<file path="src/rtl/ibex_uarch_fcov_probe_pkg.sv">
// ibex_uarch_fcov_pkg: shared types for the micro-architectural coverage probe.
package ibex_uarch_fcov_pkg;

    typedef enum logic [2:0] {
        STALL_NONE    = 3'd0,
        STALL_LD_HZ   = 3'd1,
        STALL_MEM     = 3'd2,
        STALL_MULTDIV = 3'd3,
        STALL_JUMP    = 3'd4,
        STALL_BRANCH  = 3'd5,
        STALL_OTHER   = 3'd6
    } stall_cause_e;

    typedef enum logic {
        IDLE  = 1'b0,
        STALL = 1'b1
    } probe_state_e;

    // OTHER is deliberately left out of the histogram
    localparam int NumStallCauses = 6;

endpackage

</file>
<file path="src/rtl/ibex_uarch_fcov_probe_if.sv">
// ibex_uarch_fcov_probe_if: raw pipeline probes in, registered coverage signals out.
interface ibex_uarch_fcov_probe_if #(
    parameter int StallCntW = 8,
    parameter int HistCntW  = 32
) ();
    logic                  if_valid_i;
    logic                  id_valid_i;
    logic                  id_done_i;
    logic                  wb_valid_i;
    logic [31:0]           id_instr_i;
    logic                  ld_hz_i;
    logic                  lsu_busy_i;
    logic                  multdiv_busy_i;
    logic                  jump_i;
    logic                  branch_i;
    logic                  valid_if_o;
    logic                  valid_id_o;
    logic                  valid_wb_o;
    logic [31:0]           instr_id_o;
    logic                  stall_id_ld_hz_o;
    logic                  stall_id_mem_o;
    logic                  stall_id_multdiv_o;
    logic                  stall_id_jump_o;
    logic                  stall_id_branch_o;
    logic                  summary_valid_o;
    logic [2:0]            summary_cause_o;
    logic [StallCntW-1:0]  summary_cycles_o;
    logic [6*HistCntW-1:0] hist_o;

    modport master (
        input  if_valid_i, id_valid_i, id_done_i, wb_valid_i, id_instr_i,
               ld_hz_i, lsu_busy_i, multdiv_busy_i, jump_i, branch_i,
        output valid_if_o, valid_id_o, valid_wb_o, instr_id_o,
               stall_id_ld_hz_o, stall_id_mem_o, stall_id_multdiv_o,
               stall_id_jump_o, stall_id_branch_o,
               summary_valid_o, summary_cause_o, summary_cycles_o, hist_o
    );

    modport slave (
        output if_valid_i, id_valid_i, id_done_i, wb_valid_i, id_instr_i,
               ld_hz_i, lsu_busy_i, multdiv_busy_i, jump_i, branch_i,
        input  valid_if_o, valid_id_o, valid_wb_o, instr_id_o,
               stall_id_ld_hz_o, stall_id_mem_o, stall_id_multdiv_o,
               stall_id_jump_o, stall_id_branch_o,
               summary_valid_o, summary_cause_o, summary_cycles_o, hist_o
    );
endinterface

</file>
<file path="src/rtl/ibex_uarch_fcov_probe_sat_counter.sv">
// ibex_fcov_sat_counter: up-counter that sticks at all-ones, with synchronous clear.
module ibex_fcov_sat_counter #(
    parameter int Width = 8
) (
    input  logic             clk_i,
    input  logic             rst_ni,
    input  logic             clear,
    input  logic             incr,
    output logic [Width-1:0] count
);
    always_ff @(posedge clk_i or negedge rst_ni) begin
        if (!rst_ni)                  count <= '0;
        else if (clear)               count <= '0;
        else if (incr && count != '1) count <= count + 1'b1;
    end
endmodule

</file>
<file path="src/rtl/ibex_uarch_fcov_probe.sv">
// ibex_uarch_fcov_probe: registers core probes for coverage and summarises ID stalls per instruction.
// Optional per-cause histogram enabled by IBEX_FCOV_STALL_HIST_EN.
module ibex_uarch_fcov_probe
    import ibex_uarch_fcov_pkg::*;
#(
    parameter int StallCntW = 8,
    parameter int HistCntW  = 32
) (
    input logic                   clk_i,
    input logic                   rst_ni,
    ibex_uarch_fcov_probe_if.master bus
);
    probe_state_e         state_q, state_d;
    stall_cause_e         cause_d, first_cause_q, sum_cause_d;
    logic                 stalled, sum_valid_d, load_first;
    logic [StallCntW-1:0] cnt;

    assign stalled = bus.id_valid_i & ~bus.id_done_i;
    assign cause_d = !stalled           ? STALL_NONE    :
                     bus.ld_hz_i        ? STALL_LD_HZ   :
                     bus.lsu_busy_i     ? STALL_MEM     :
                     bus.multdiv_busy_i ? STALL_MULTDIV :
                     bus.jump_i         ? STALL_JUMP    :
                     bus.branch_i       ? STALL_BRANCH  : STALL_OTHER;

    always_comb begin
        state_d     = state_q;
        sum_valid_d = 1'b0;
        sum_cause_d = STALL_NONE;
        load_first  = 1'b0;
        case (state_q)
            IDLE: begin
                if (stalled) begin
                    state_d    = STALL;
                    load_first = 1'b1;
                end else if (bus.id_valid_i) begin
                    sum_valid_d = 1'b1;
                end
            end
            STALL: begin
                if (!bus.id_valid_i) begin
                    state_d = IDLE;
                end else if (bus.id_done_i) begin
                    state_d     = IDLE;
                    sum_valid_d = 1'b1;
                    sum_cause_d = first_cause_q;
                end
            end
            default: state_d = IDLE;
        endcase
    end

    // The counter sits at 0 whenever ID is not stalled, so entering STALL lands on 1
    ibex_fcov_sat_counter #(.Width(StallCntW)) u_stall_cnt (
        .clk_i,
        .rst_ni,
        .clear (~stalled),
        .incr  (stalled),
        .count (cnt)
    );

    always_ff @(posedge clk_i or negedge rst_ni) begin
        if (!rst_ni) begin
            state_q       <= IDLE;
            first_cause_q <= STALL_NONE;
        end else begin
            state_q <= state_d;
            if (load_first) first_cause_q <= cause_d;
        end
    end

    always_ff @(posedge clk_i or negedge rst_ni) begin
        if (!rst_ni) begin
            bus.valid_if_o         <= 1'b0;
            bus.valid_id_o         <= 1'b0;
            bus.valid_wb_o         <= 1'b0;
            bus.instr_id_o         <= '0;
            bus.stall_id_ld_hz_o   <= 1'b0;
            bus.stall_id_mem_o     <= 1'b0;
            bus.stall_id_multdiv_o <= 1'b0;
            bus.stall_id_jump_o    <= 1'b0;
            bus.stall_id_branch_o  <= 1'b0;
            bus.summary_valid_o    <= 1'b0;
            bus.summary_cause_o    <= '0;
            bus.summary_cycles_o   <= '0;
        end else begin
            bus.valid_if_o         <= bus.if_valid_i;
            bus.valid_id_o         <= bus.id_valid_i;
            bus.valid_wb_o         <= bus.wb_valid_i;
            bus.stall_id_ld_hz_o   <= cause_d == STALL_LD_HZ;
            bus.stall_id_mem_o     <= cause_d == STALL_MEM;
            bus.stall_id_multdiv_o <= cause_d == STALL_MULTDIV;
            bus.stall_id_jump_o    <= cause_d == STALL_JUMP;
            bus.stall_id_branch_o  <= cause_d == STALL_BRANCH;
            bus.summary_valid_o    <= sum_valid_d;
            if (bus.id_valid_i) bus.instr_id_o <= bus.id_instr_i;
            if (sum_valid_d) begin
                bus.summary_cause_o  <= sum_cause_d;
                bus.summary_cycles_o <= cnt;
            end
        end
    end

`ifdef IBEX_FCOV_STALL_HIST_EN
    logic [NumStallCauses-1:0][HistCntW-1:0] hist;
    for (genvar c = 0; c < NumStallCauses; c++) begin : g_hist
        ibex_fcov_sat_counter #(.Width(HistCntW)) u_hist (
            .clk_i,
            .rst_ni,
            .clear (1'b0),
            .incr  (sum_valid_d && sum_cause_d == stall_cause_e'(3'(c))),
            .count (hist[c])
        );
    end
    assign bus.hist_o = hist;
`else
    assign bus.hist_o = '0;
`endif
endmodule

</file>
<file path="src/flat_wrapper.sv">
// flat-port wrapper written by rule: the top's interface ports become plain ports
module ibex_uarch_fcov_probe_flat import ibex_uarch_fcov_pkg::*;
#(
    parameter int StallCntW = 8,
    parameter int HistCntW  = 32
)
  (clk_i, rst_ni, bus_if_valid_i, bus_id_valid_i, bus_id_done_i, bus_wb_valid_i, bus_id_instr_i, bus_ld_hz_i, bus_lsu_busy_i, bus_multdiv_busy_i, bus_jump_i, bus_branch_i, bus_valid_if_o, bus_valid_id_o, bus_valid_wb_o, bus_instr_id_o, bus_stall_id_ld_hz_o, bus_stall_id_mem_o, bus_stall_id_multdiv_o, bus_stall_id_jump_o, bus_stall_id_branch_o, bus_summary_valid_o, bus_summary_cause_o, bus_summary_cycles_o, bus_hist_o);
  ibex_uarch_fcov_probe_if #(.StallCntW(StallCntW), .HistCntW(HistCntW)) bus_i ();
  input logic clk_i;
  input logic rst_ni;
  input wire logic [$bits(bus_i.if_valid_i)-1:0] bus_if_valid_i;
  input wire logic [$bits(bus_i.id_valid_i)-1:0] bus_id_valid_i;
  input wire logic [$bits(bus_i.id_done_i)-1:0] bus_id_done_i;
  input wire logic [$bits(bus_i.wb_valid_i)-1:0] bus_wb_valid_i;
  input wire logic [$bits(bus_i.id_instr_i)-1:0] bus_id_instr_i;
  input wire logic [$bits(bus_i.ld_hz_i)-1:0] bus_ld_hz_i;
  input wire logic [$bits(bus_i.lsu_busy_i)-1:0] bus_lsu_busy_i;
  input wire logic [$bits(bus_i.multdiv_busy_i)-1:0] bus_multdiv_busy_i;
  input wire logic [$bits(bus_i.jump_i)-1:0] bus_jump_i;
  input wire logic [$bits(bus_i.branch_i)-1:0] bus_branch_i;
  output wire logic [$bits(bus_i.valid_if_o)-1:0] bus_valid_if_o;
  output wire logic [$bits(bus_i.valid_id_o)-1:0] bus_valid_id_o;
  output wire logic [$bits(bus_i.valid_wb_o)-1:0] bus_valid_wb_o;
  output wire logic [$bits(bus_i.instr_id_o)-1:0] bus_instr_id_o;
  output wire logic [$bits(bus_i.stall_id_ld_hz_o)-1:0] bus_stall_id_ld_hz_o;
  output wire logic [$bits(bus_i.stall_id_mem_o)-1:0] bus_stall_id_mem_o;
  output wire logic [$bits(bus_i.stall_id_multdiv_o)-1:0] bus_stall_id_multdiv_o;
  output wire logic [$bits(bus_i.stall_id_jump_o)-1:0] bus_stall_id_jump_o;
  output wire logic [$bits(bus_i.stall_id_branch_o)-1:0] bus_stall_id_branch_o;
  output wire logic [$bits(bus_i.summary_valid_o)-1:0] bus_summary_valid_o;
  output wire logic [$bits(bus_i.summary_cause_o)-1:0] bus_summary_cause_o;
  output wire logic [$bits(bus_i.summary_cycles_o)-1:0] bus_summary_cycles_o;
  output wire logic [$bits(bus_i.hist_o)-1:0] bus_hist_o;
  assign bus_i.if_valid_i = bus_if_valid_i;
  assign bus_i.id_valid_i = bus_id_valid_i;
  assign bus_i.id_done_i = bus_id_done_i;
  assign bus_i.wb_valid_i = bus_wb_valid_i;
  assign bus_i.id_instr_i = bus_id_instr_i;
  assign bus_i.ld_hz_i = bus_ld_hz_i;
  assign bus_i.lsu_busy_i = bus_lsu_busy_i;
  assign bus_i.multdiv_busy_i = bus_multdiv_busy_i;
  assign bus_i.jump_i = bus_jump_i;
  assign bus_i.branch_i = bus_branch_i;
  assign bus_valid_if_o = bus_i.valid_if_o;
  assign bus_valid_id_o = bus_i.valid_id_o;
  assign bus_valid_wb_o = bus_i.valid_wb_o;
  assign bus_instr_id_o = bus_i.instr_id_o;
  assign bus_stall_id_ld_hz_o = bus_i.stall_id_ld_hz_o;
  assign bus_stall_id_mem_o = bus_i.stall_id_mem_o;
  assign bus_stall_id_multdiv_o = bus_i.stall_id_multdiv_o;
  assign bus_stall_id_jump_o = bus_i.stall_id_jump_o;
  assign bus_stall_id_branch_o = bus_i.stall_id_branch_o;
  assign bus_summary_valid_o = bus_i.summary_valid_o;
  assign bus_summary_cause_o = bus_i.summary_cause_o;
  assign bus_summary_cycles_o = bus_i.summary_cycles_o;
  assign bus_hist_o = bus_i.hist_o;
  ibex_uarch_fcov_probe #(.StallCntW(StallCntW), .HistCntW(HistCntW)) u_core (.clk_i(clk_i), .rst_ni(rst_ni), .bus(bus_i));
endmodule
</file>
<file path="config.mk">
export PLATFORM = sky130hd
export DESIGN_NAME = ibex_uarch_fcov_probe_flat
export DESIGN_NICKNAME = d
export VERILOG_FILES = /design/src/rtl/ibex_uarch_fcov_probe_pkg.sv /design/src/rtl/ibex_uarch_fcov_probe_if.sv /design/src/rtl/ibex_uarch_fcov_probe_sat_counter.sv /design/src/rtl/ibex_uarch_fcov_probe.sv /design/src/flat_wrapper.sv
export SDC_FILE = /design/constraint.sdc
export NUM_CORES = 1
export LEC_CHECK = 0
export CAP_MARGIN = 40
export CORE_AREA = 2 2 111 113
export CTS_BUF_LIST = sky130_fd_sc_hd__clkbuf_4 sky130_fd_sc_hd__clkbuf_8
export DETAILED_ROUTE_END_ITERATION = 7
export DIE_AREA = 0 0 113 115
export GPL_ROUTABILITY_DRIVEN = 0
export GPL_TIMING_DRIVEN = 0
export PLACE_DENSITY = 0.82
export REMOVE_ABC_BUFFERS = 1
export SYNTH_ARGS = -nofsm -noshare
export SYNTH_HDL_FRONTEND = slang
export SYNTH_SLANG_ARGS = --single-unit
</file>
<file path="constraint.sdc">
create_clock -name clk_i -period 1.9 [get_ports clk_i]
set_input_delay 0.38 -clock clk_i [delete_from_list [all_inputs] [get_ports clk_i]]
set_output_delay 0.38 -clock clk_i [all_outputs]
set_load 0.02 [all_outputs]
</file>
==> Flow_metrics.wiki, run 1 <==
{| class="wikitable"
! Metric !! Value
|-
| GRT Max-Usage Layer || met2
|-
| Biggest cell delay along the critical path || 0.65 ns
|-
| Nets@finish || 510
|-
| Worst-case clock buffer depth || 2
|-
| Setup repair after global routing missed its margin || no
|-
| Critical R2R Launch || u_core.u_stall_cnt.count[0]
|-
| Bufs and invs on worst path || 1
|-
| Share of the yosys chip area belonging to registers || 0.410
|-
| Number of flops mapped to enable cells by yosys || 0
|-
| Grt met3 use || 0.0337
|-
| Period Utilization, post-route || 0.903
|-
| Wire length after detailed routing || 6.52 mm
|-
| Synth top area cells || dfrtp_1, buf_4, mux2_2, o21ai_0, nand2_1
|-
| Final setup margin || 0.184 ns
|-
| Synth area leader || dfrtp_1
|-
| Met1 Resource Use GR || 0.108
|-
| Global routing met2 resource utilization || 0.152
|-
| Highest Clock Rate || 583 MHz
|-
| Startpoint Class || flip-flop
|-
| Mean number of vias per cell || 3.54
|-
| X dimension of the die || 113 um
|-
| Primary FF master, synth || dfrtp_1
|-
| Pin count of the biggest net entering global routing || 49
|-
| Worst path cell trace || clkdlybuf4s50_1
|-
| Flop and latch count out of synthesis || 64
|-
| Global-route wire length before repair || 9.32 mm
|-
| Max VDD drop || 0.218 mV
|-
| Total iterations of the first detailed-routing run || 6
|-
| Max stage delay cell, worst path || clkdlybuf4s50_1
|-
| Ports placed on the boundary || 287
|-
| Async SR Flop Fraction || 1.00
|-
| Ant diodes || 0
|-
| WL/cell || 10.5 um
|-
| Number of max-cap violations || 0
|-
| Synth cell types || 31
|-
| Worst Clk Skew || 0.00977 ns
|-
| Most frequent cell after synthesis || buf_4
|-
| TritonCTS sink count || 64
|-
| Vias in the first global route || 1864
|-
| Vias post-DR || 2189
|-
| Total setup violations reported at the end of the flow || 0
|-
| Worst-Skew Late Latency || 0.35 ns
|-
| Tmin final || 1.72 ns
|-
| Warning count from the yosys run || 0
|-
| Type of the worst setup path || flip-flop to output port
|-
| Core Util, Final || 0.383
|-
| Routed Antenna Nets || 0
|-
| Synthesized area || 3910 um2
|-
| FP Rows || 40
|-
| Antenna violations before repair || 0
|-
| Number of levels in the clock H-tree || 3
|-
| Die extent in y || 115 um
|-
| Crit path max-delay family || buffers and inverters
|-
| Critical path capture point type || output port
|-
| Post-place setup slack || -0.230 ns
|-
| Clock tree from TritonCTS || yes
|-
| Violated checks || design-rule violations
|-
| Clock Tree Root || clkbuf_8
|-
| Setup fix buffers added after clock tree synthesis || 0
|-
| Area fraction of the dominant cell type after synthesis || 0.410
|-
| Half-perimeter wire length after placement || 4.89 mm
|-
| Hold Path Class || primary input to async pin
|-
| Floorplan core area || 11800 um2
|-
| Synth-to-layout area growth || 15.8%
|-
| Initial cell density of the core || 0.331
|-
| Per-instance average area after synthesis || 10.6 um2
|-
| Max-slew violation count || 0
|-
| GR Overflow Total || 0
|-
| Die Outline Area || 13000 um2
|-
| Top cells by instance count after synthesis || buf_4, dfrtp_1, mux2_2, nand2_1, o21ai_0
|-
| Layout cell share with drive strength beyond 1 || 0.138
|-
| Largest fanout of any net on the critical path || 2
|-
| Clock slew at reported path FFs || 0.08 ns
|-
| GRT Resource Usage Total || 0.0937
|-
| Worst EP arrival || 1.34 ns
|-
| DRC Markers || 19
|-
| Required arrival time at the worst endpoint || 1.52 ns
|-
| Drt first-iter violations || 115
|-
| Count of endpoints failing hold in the final timing report || 0
|-
| Leakage || 2.20 nW
|-
| Result of the run || finished, violations left
|-
| Total power per unit cell area || 814 nW/um2
|-
| Total CTS buffers || 9
|-
| Number of port buffers || 94
|-
| Worst setup startpoint || u_core.bus.summary_cause_o[2]
|-
| Synthesized netlist cell count || 367
|}
## sequential cells by signal, summed over array words and instances, names as in the netlist
register and count:
u_core.bus.valid_wb_o 1, u_core.bus.stall_id_jump_o 1, u_core.state_q 1, u_core.bus.summary_valid_o 1, u_core.bus.summary_cause_o 3, u_core.bus.valid_id_o 1, u_core.u_stall_cnt.count 8, u_core.bus.summary_cycles_o 8
u_core.first_cause_q 3, u_core.bus.valid_if_o 1, u_core.bus.instr_id_o 32, u_core.bus.stall_id_ld_hz_o 1, u_core.bus.stall_id_branch_o 1, u_core.bus.stall_id_mem_o 1, u_core.bus.stall_id_multdiv_o 1
## logic make-up after synthesis
group,Yosys count,synth area share
buffers and inverters,203,0.382
flip-flops,64,0.410
multiplexers,40,0.115
AND/OR/NAND/NOR,36,0.0529
AO/OA/AOI/OAI,21,0.0330
adder cells (fa/ha/maj),1,0.00320
other,1,0.000960
XOR/XNOR,1,0.00224
## power breakdown
group	leakage (nW)	switching [W]	internal (W)
registers	0.803	0.0000439	0.00146
clock network	0.112	0.000535	0.000767
logic	1.29	0.000579	0.000301
## through the flow
step / area (um2) / instances / power (W) / hold WS [ns] / TNS (ns)
3_5_place_dp: 4290 / 601 / 0.00240 / 0.269 / -1.62
6_report: 4520 / 618 / 0.00368 / 0.446 / 0
4_1_cts: 4520 / 618 / 0.00373 / 0.435 / 0
5_1_grt: 4520 / 618 / 0.00388 / 0.458 / 0
2_1_floorplan: 3140 / 359 / 0.00207 / 0.0844 / 0
3_3_place_gp: 4270 / 600 / 0.00239 / 0.464 / -168.55
## cells in the final DEF, fill, tap and decap left out, types with 2 or more instances in the layout
master / count
dfrtp_1: 64
clkbuf_8: 10
nand2_1: 10
mux2_2: 40
nor2b_1: 2
nand3_1: 3
clkinv_2: 3
nor3_1: 5
clkdlybuf4s50_1: 92
o21bai_1: 2
bufinv_16: 2
nor4b_1: 3
a31oi_1: 5
o21ai_0: 8
inv_1: 4
conb_1: 192
nor2_1: 3
a21oi_1: 3
## what timing repair did
item,in CTS,in global routing
endpoints found under the hold margin,16,0
gates resized for setup,0,1
hold buffers,1,0
setup endpoints to repair,0,1
## per-layer routing
layer / share of wire / routed length (um) / vias to the layer above
met2: 0.49 / 3190 / 138
li1: - / - / 1011
met5: 0 / 0 / -
met4: 0.020 / 133 / 0
met1: 0.37 / 2400 / 1029
met3: 0.12 / 796 / 11
## final timing paths
path / slack, ns / cells past startpoint / end
worst max-delay path: 0.18 / 1 / bus_summary_cause_o[2]
worst min-delay path: 0.45 / 2 / u_core.bus.instr_id_o[18]
worst max register to register: 0.49 / 4 / u_core.u_stall_cnt.count[7]
worst min register to register: 0.48 / 2 / u_core.bus.summary_cause_o[0]
max in group asynchronous: 0.93 / 3 / u_core.bus.instr_id_o[6]
min in group clk_i: 0.47 / 1 / u_core.bus.valid_if_o
## final cells by class
cell class | count | area [um2]
flip-flops and latches | 64 | 1600
repair buffers | 96 | 973
well taps | 147 | 184
fillers | 1165 | 7290
multi-input cells | 291 | 1530
clock inverters | 6 | 82.6
clock buffers | 10 | 138
inverters | 4 | 15.0
(Power assumes the default switching activity.)
==> inputs of run 2 (changes only) <==
--- a/config.mk
+++ b/config.mk
@@ -5,7 +5,7 @@
 export SDC_FILE = /design/constraint.sdc
 export NUM_CORES = 1
 export LEC_CHECK = 0
-export CAP_MARGIN = 40
+export CAP_MARGIN = 20
 export CORE_AREA = 2 2 111 113
 export CTS_BUF_LIST = sky130_fd_sc_hd__clkbuf_4 sky130_fd_sc_hd__clkbuf_8
 export DETAILED_ROUTE_END_ITERATION = 7
==> constraint.sdc (replaced) <==
create_clock -name clk_i -period 1.9 [get_ports clk_i]
set_input_delay 0.57 -clock clk_i [delete_from_list [all_inputs] [get_ports clk_i]]
set_output_delay 0.57 -clock clk_i [all_outputs]
set_load 0.02 [all_outputs]
==> run 2 against run 1 <==
  * The run still ends with design-rule violations left
  * Final cell count shrank 0.32%
  * First-iteration DRC count grew 7.8%
  * Setup slack got worse by 0.13 ns
  * Combinational power shrank 3.3%
  * Die area did not move
  * Power down 3.2%
  * Critical path type unchanged
  * Critical endpoint is now bus_instr_id_o[0]
  * Highest routed layer unchanged
==> Flow_metrics.wiki, run 2 (synthesis results as in run 1) <==
{| class="wikitable"
! Metric !! Value
|-
| Result of the run || finished, violations left (unchanged)
|-
| Violated checks || design-rule violations (unchanged)
|-
| Total setup violations reported at the end of the flow || 0 (unchanged)
|-
| Count of endpoints failing hold in the final timing report || 0 (unchanged)
|-
| Worst-Skew Late Latency || 0.34 ns (was 0.35 ns)
|-
| Reg power frac || 0.421 (was 0.407)
|-
| Setup repair after global routing missed its margin || no (unchanged)
|-
| Setup TNS || 0 ns (unchanged)
|-
| Post-place setup slack || -0.416 ns (was -0.230 ns)
|-
| Crit path max-delay family || buffers and inverters (unchanged)
|-
| DRC Markers || 19 (unchanged)
|-
| GR Overflow Total || 0 (unchanged)
|-
| Post-Route Hold Slack || 0.323 ns (was 0.446 ns)
|-
| Worst-margin pin slew || 0.821 ns
|-
| Placed Cells || 600 (was 601)
|-
| Largest fanout of any net on the critical path || 2 (unchanged)
|-
| Bufs and invs on worst path || 1 (unchanged)
|-
| Die Outline Area || 13000 um2 (unchanged)
|-
| Regs by FF count || u_core.bus.instr_id_o (32), u_core.bus.summary_cycles_o (8), u_core.u_stall_cnt.count (8) (unchanged)
|-
| Clock tree from TritonCTS || yes (unchanged)
|-
| Nets@finish || 508 (was 510)
|-
| Total CTS buffers || 9 (unchanged)
|-
| Fill cell instance count of the final layout || 1139 (was 1165)
|-
| Multi-input gate area in the final layout || 1530 um2 (unchanged)
|-
| Clock slew at reported path FFs || 0.07 ns (was 0.08 ns)
|-
| Combinational fraction of design power || 0.239 (about the same)
|-
| Antenna violations before repair || 0 (unchanged)
|-
| Drt first-iter violations || 124 (was 115)
|-
| Synth-to-layout area growth || 15.6% (was 15.8%)
|-
| Number of max-cap violations || 0 (unchanged)
|-
| Period Utilization, post-route || 0.973 (was 0.903)
|-
| Worst EP arrival || 1.28 ns (was 1.34 ns)
|-
| Ports placed on the boundary || 287 (unchanged)
|-
| Initial cell density of the core || 0.331 (unchanged)
|-
| Hold Path Class || primary input to async pin (unchanged)
|-
| Max stage delay cell, worst path || clkdlybuf4s50_1 (unchanged)
|-
| Mean number of vias per cell || 3.55 (was 3.54)
|-
| Die extent in y || 115 um (unchanged)
|-
| Worst-case clock buffer depth || 2 (unchanged)
|-
| Number of levels in the clock H-tree || 3 (unchanged)
|-
| Number of port buffers || 94 (unchanged)
|-
| Type of the worst setup path || flip-flop to output port (unchanged)
|-
| Final cell count without fillers || 616 (was 618)
|-
| Vias post-DR || 2189 (unchanged)
|-
| FP Rows || 40 (unchanged)
|-
| WL/cell || 10.8 um (was 10.5 um)
|-
| Clock Tree Root || clkbuf_8 (unchanged)
|-
| Sequential cell area || 1600 um2 (unchanged)
|-
| Highest Clock Rate || 541 MHz (was 583 MHz)
|-
| Global-route wire length before repair || 9.35 mm (was 9.32 mm)
|-
| Required arrival time at the worst endpoint || 1.33 ns (was 1.52 ns)
|-
| Startpoint Class || flip-flop (unchanged)
|-
| Biggest cell delay along the critical path || 0.60 ns (was 0.65 ns)
|-
| Ant diodes || 0 (unchanged)
|-
| Most frequent standard cell in the layout excluding fill and tap cells || conb_1 (unchanged)
|-
| Tmin final || 1.85 ns (was 1.72 ns)
|-
| Total power per unit cell area || 789 nW/um2 (was 814 nW/um2)
|-
| Register with the highest flop count || u_core.bus.instr_id_o (unchanged)
|-
| TritonCTS sink count || 64 (unchanged)
|-
| X dimension of the die || 113 um (unchanged)
|-
| Sw power || 0.00113 W (was 0.00116 W)
|-
| Highest-count cells in the layout ignoring fill and taps || conb_1, dfrtp_1, clkdlybuf4s50_1 (was conb_1, clkdlybuf4s50_1, dfrtp_1)
|-
| Total iterations of the first detailed-routing run || 6 (unchanged)
|-
| Half-perimeter wire length after placement || 4.82 mm (was 4.89 mm)
|-
| Pin count of the biggest net entering global routing || 65 (was 49)
|-
| Worst path cell trace || clkdlybuf4s50_1 (unchanged)
|-
| Critical path capture point type || output port (unchanged)
|-
| Max-slew violation count || 0 (unchanged)
|-
| Vias in the first global route || 1802 (was 1864)
|-
| Layout cell share with drive strength beyond 1 || 0.136 (was 0.138)
|-
| GRT Resource Usage Total || 0.0944 (was 0.0937)
|-
| Worst Clk Skew || 0.00517 ns (was 0.00977 ns)
|-
| Leakage || 2.49 nW (was 2.20 nW)
|-
| Worst slew margin relative to its limit || 0.453
|-
| Fraction of power spent switching nets || 0.317 (was 0.314)
|-
| Wire length after detailed routing || 6.63 mm (was 6.52 mm)
|-
| Cell-internal power || 0.00243 W (was 0.00252 W)
|-
| Max VDD drop || 0.225 mV (was 0.218 mV)
|-
| Final setup margin || 0.0508 ns (was 0.184 ns)
|-
| Floorplan core area || 11800 um2 (unchanged)
|-
| Clock power frac || 0.341 (was 0.354)
|-
| Routed Antenna Nets || 0 (unchanged)
|-
| Largest register FFs || 32 (unchanged)
|}
[run 2: cell types whose count changed in the layout (fill, tap and decap cells not counted)]
cell,previous run,this run
buf_16,1,0
buf_4,1,2
bufinv_16,2,1
clkbuf_4,1,2
clkbuf_8,10,11
clkdlybuf4s50_1,92,53
clkinv_2,3,2
clkinvlp_4,1,0
dlygate4sd2_1,0,14
dlygate4sd3_1,1,0
dlymetal6s2s_1,0,25
[run 2: final cells by class]
class                      count  area share
timing repair buffer          94       0.217
multi-input combinational    291       0.338
clock buffer                  13      0.0369
clock inverter                 3     0.00887
tap                          147      0.0407
sequential                    64       0.355
inverter                       4     0.00333
[run 2: final timing paths]
check	start	end	slack [ns]	cells past startpoint
setup / recovery	u_core.bus.instr_id_o[0]	bus_instr_id_o[0]	0.05	1
hold / removal	rst_ni	u_core.bus.instr_id_o[27]	0.32	1
setup reg to reg	u_core.u_stall_cnt.count[0]	u_core.u_stall_cnt.count[7]	0.50	4
hold reg to reg	u_core.bus.summary_cause_o[0]	u_core.bus.summary_cause_o[0]	0.47	2
max in group asynchronous	rst_ni	u_core.bus.summary_cycles_o[1]	1.04	1
min in group clk_i	u_core.bus.summary_cause_o[0]	u_core.bus.summary_cause_o[0]	0.47	2
[run 2: power groups by stage]
stage | clock network, W | registers (W) | logic [W]
2_1_floorplan | 0 | 0.00163 | 0.000438
3_3_place_gp | 0 | 0.00152 | 0.000867
3_5_place_dp | 0 | 0.00153 | 0.000868
4_1_cts | 0.00127 | 0.00150 | 0.000859
5_1_grt | 0.00134 | 0.00151 | 0.000910
6_report | 0.00121 | 0.00150 | 0.000851
[run 2: per-stage QoR]
step	utilization	area [um2]	total power [W]
after floorplan	-	3140	0.00207
after global placement	0.361	4270	0.00239
after detailed placement	0.361	4260	0.00240
after CTS	0.377	4450	0.00363
after global routing	0.382	4520	0.00377
final	0.382	4520	0.00356
[run 2: timing repair]
action                     in CTS  in global routing
hold buffers                    0                  0
hold endpoints to repair        0                  0
cloned                          0                  0
setup buffers                   0                  0
setup endpoints to repair      16                 25
gates resized for setup        15                 25
[run 2: worst register-to-register path, cell delays in order (launching register included)]
cell and delay, ns:
dfrtp_1 0.44, ha_1 0.27, nand3_1 0.17, nand2_1 0.07, o311a_2 0.33
[run 2: layer usage]
layer / share of wire / vias up / global-route usage / wire length, um
li1: - / 1012 / - / -
met1: 0.38 / 1032 / 0.114 / 2490
met2: 0.48 / 137 / 0.146 / 3210
met3: 0.13 / 8 / 0.0443 / 833
met4: 0.013 / 0 / 0.0390 / 84
met5: 0 / - / 0 / 0
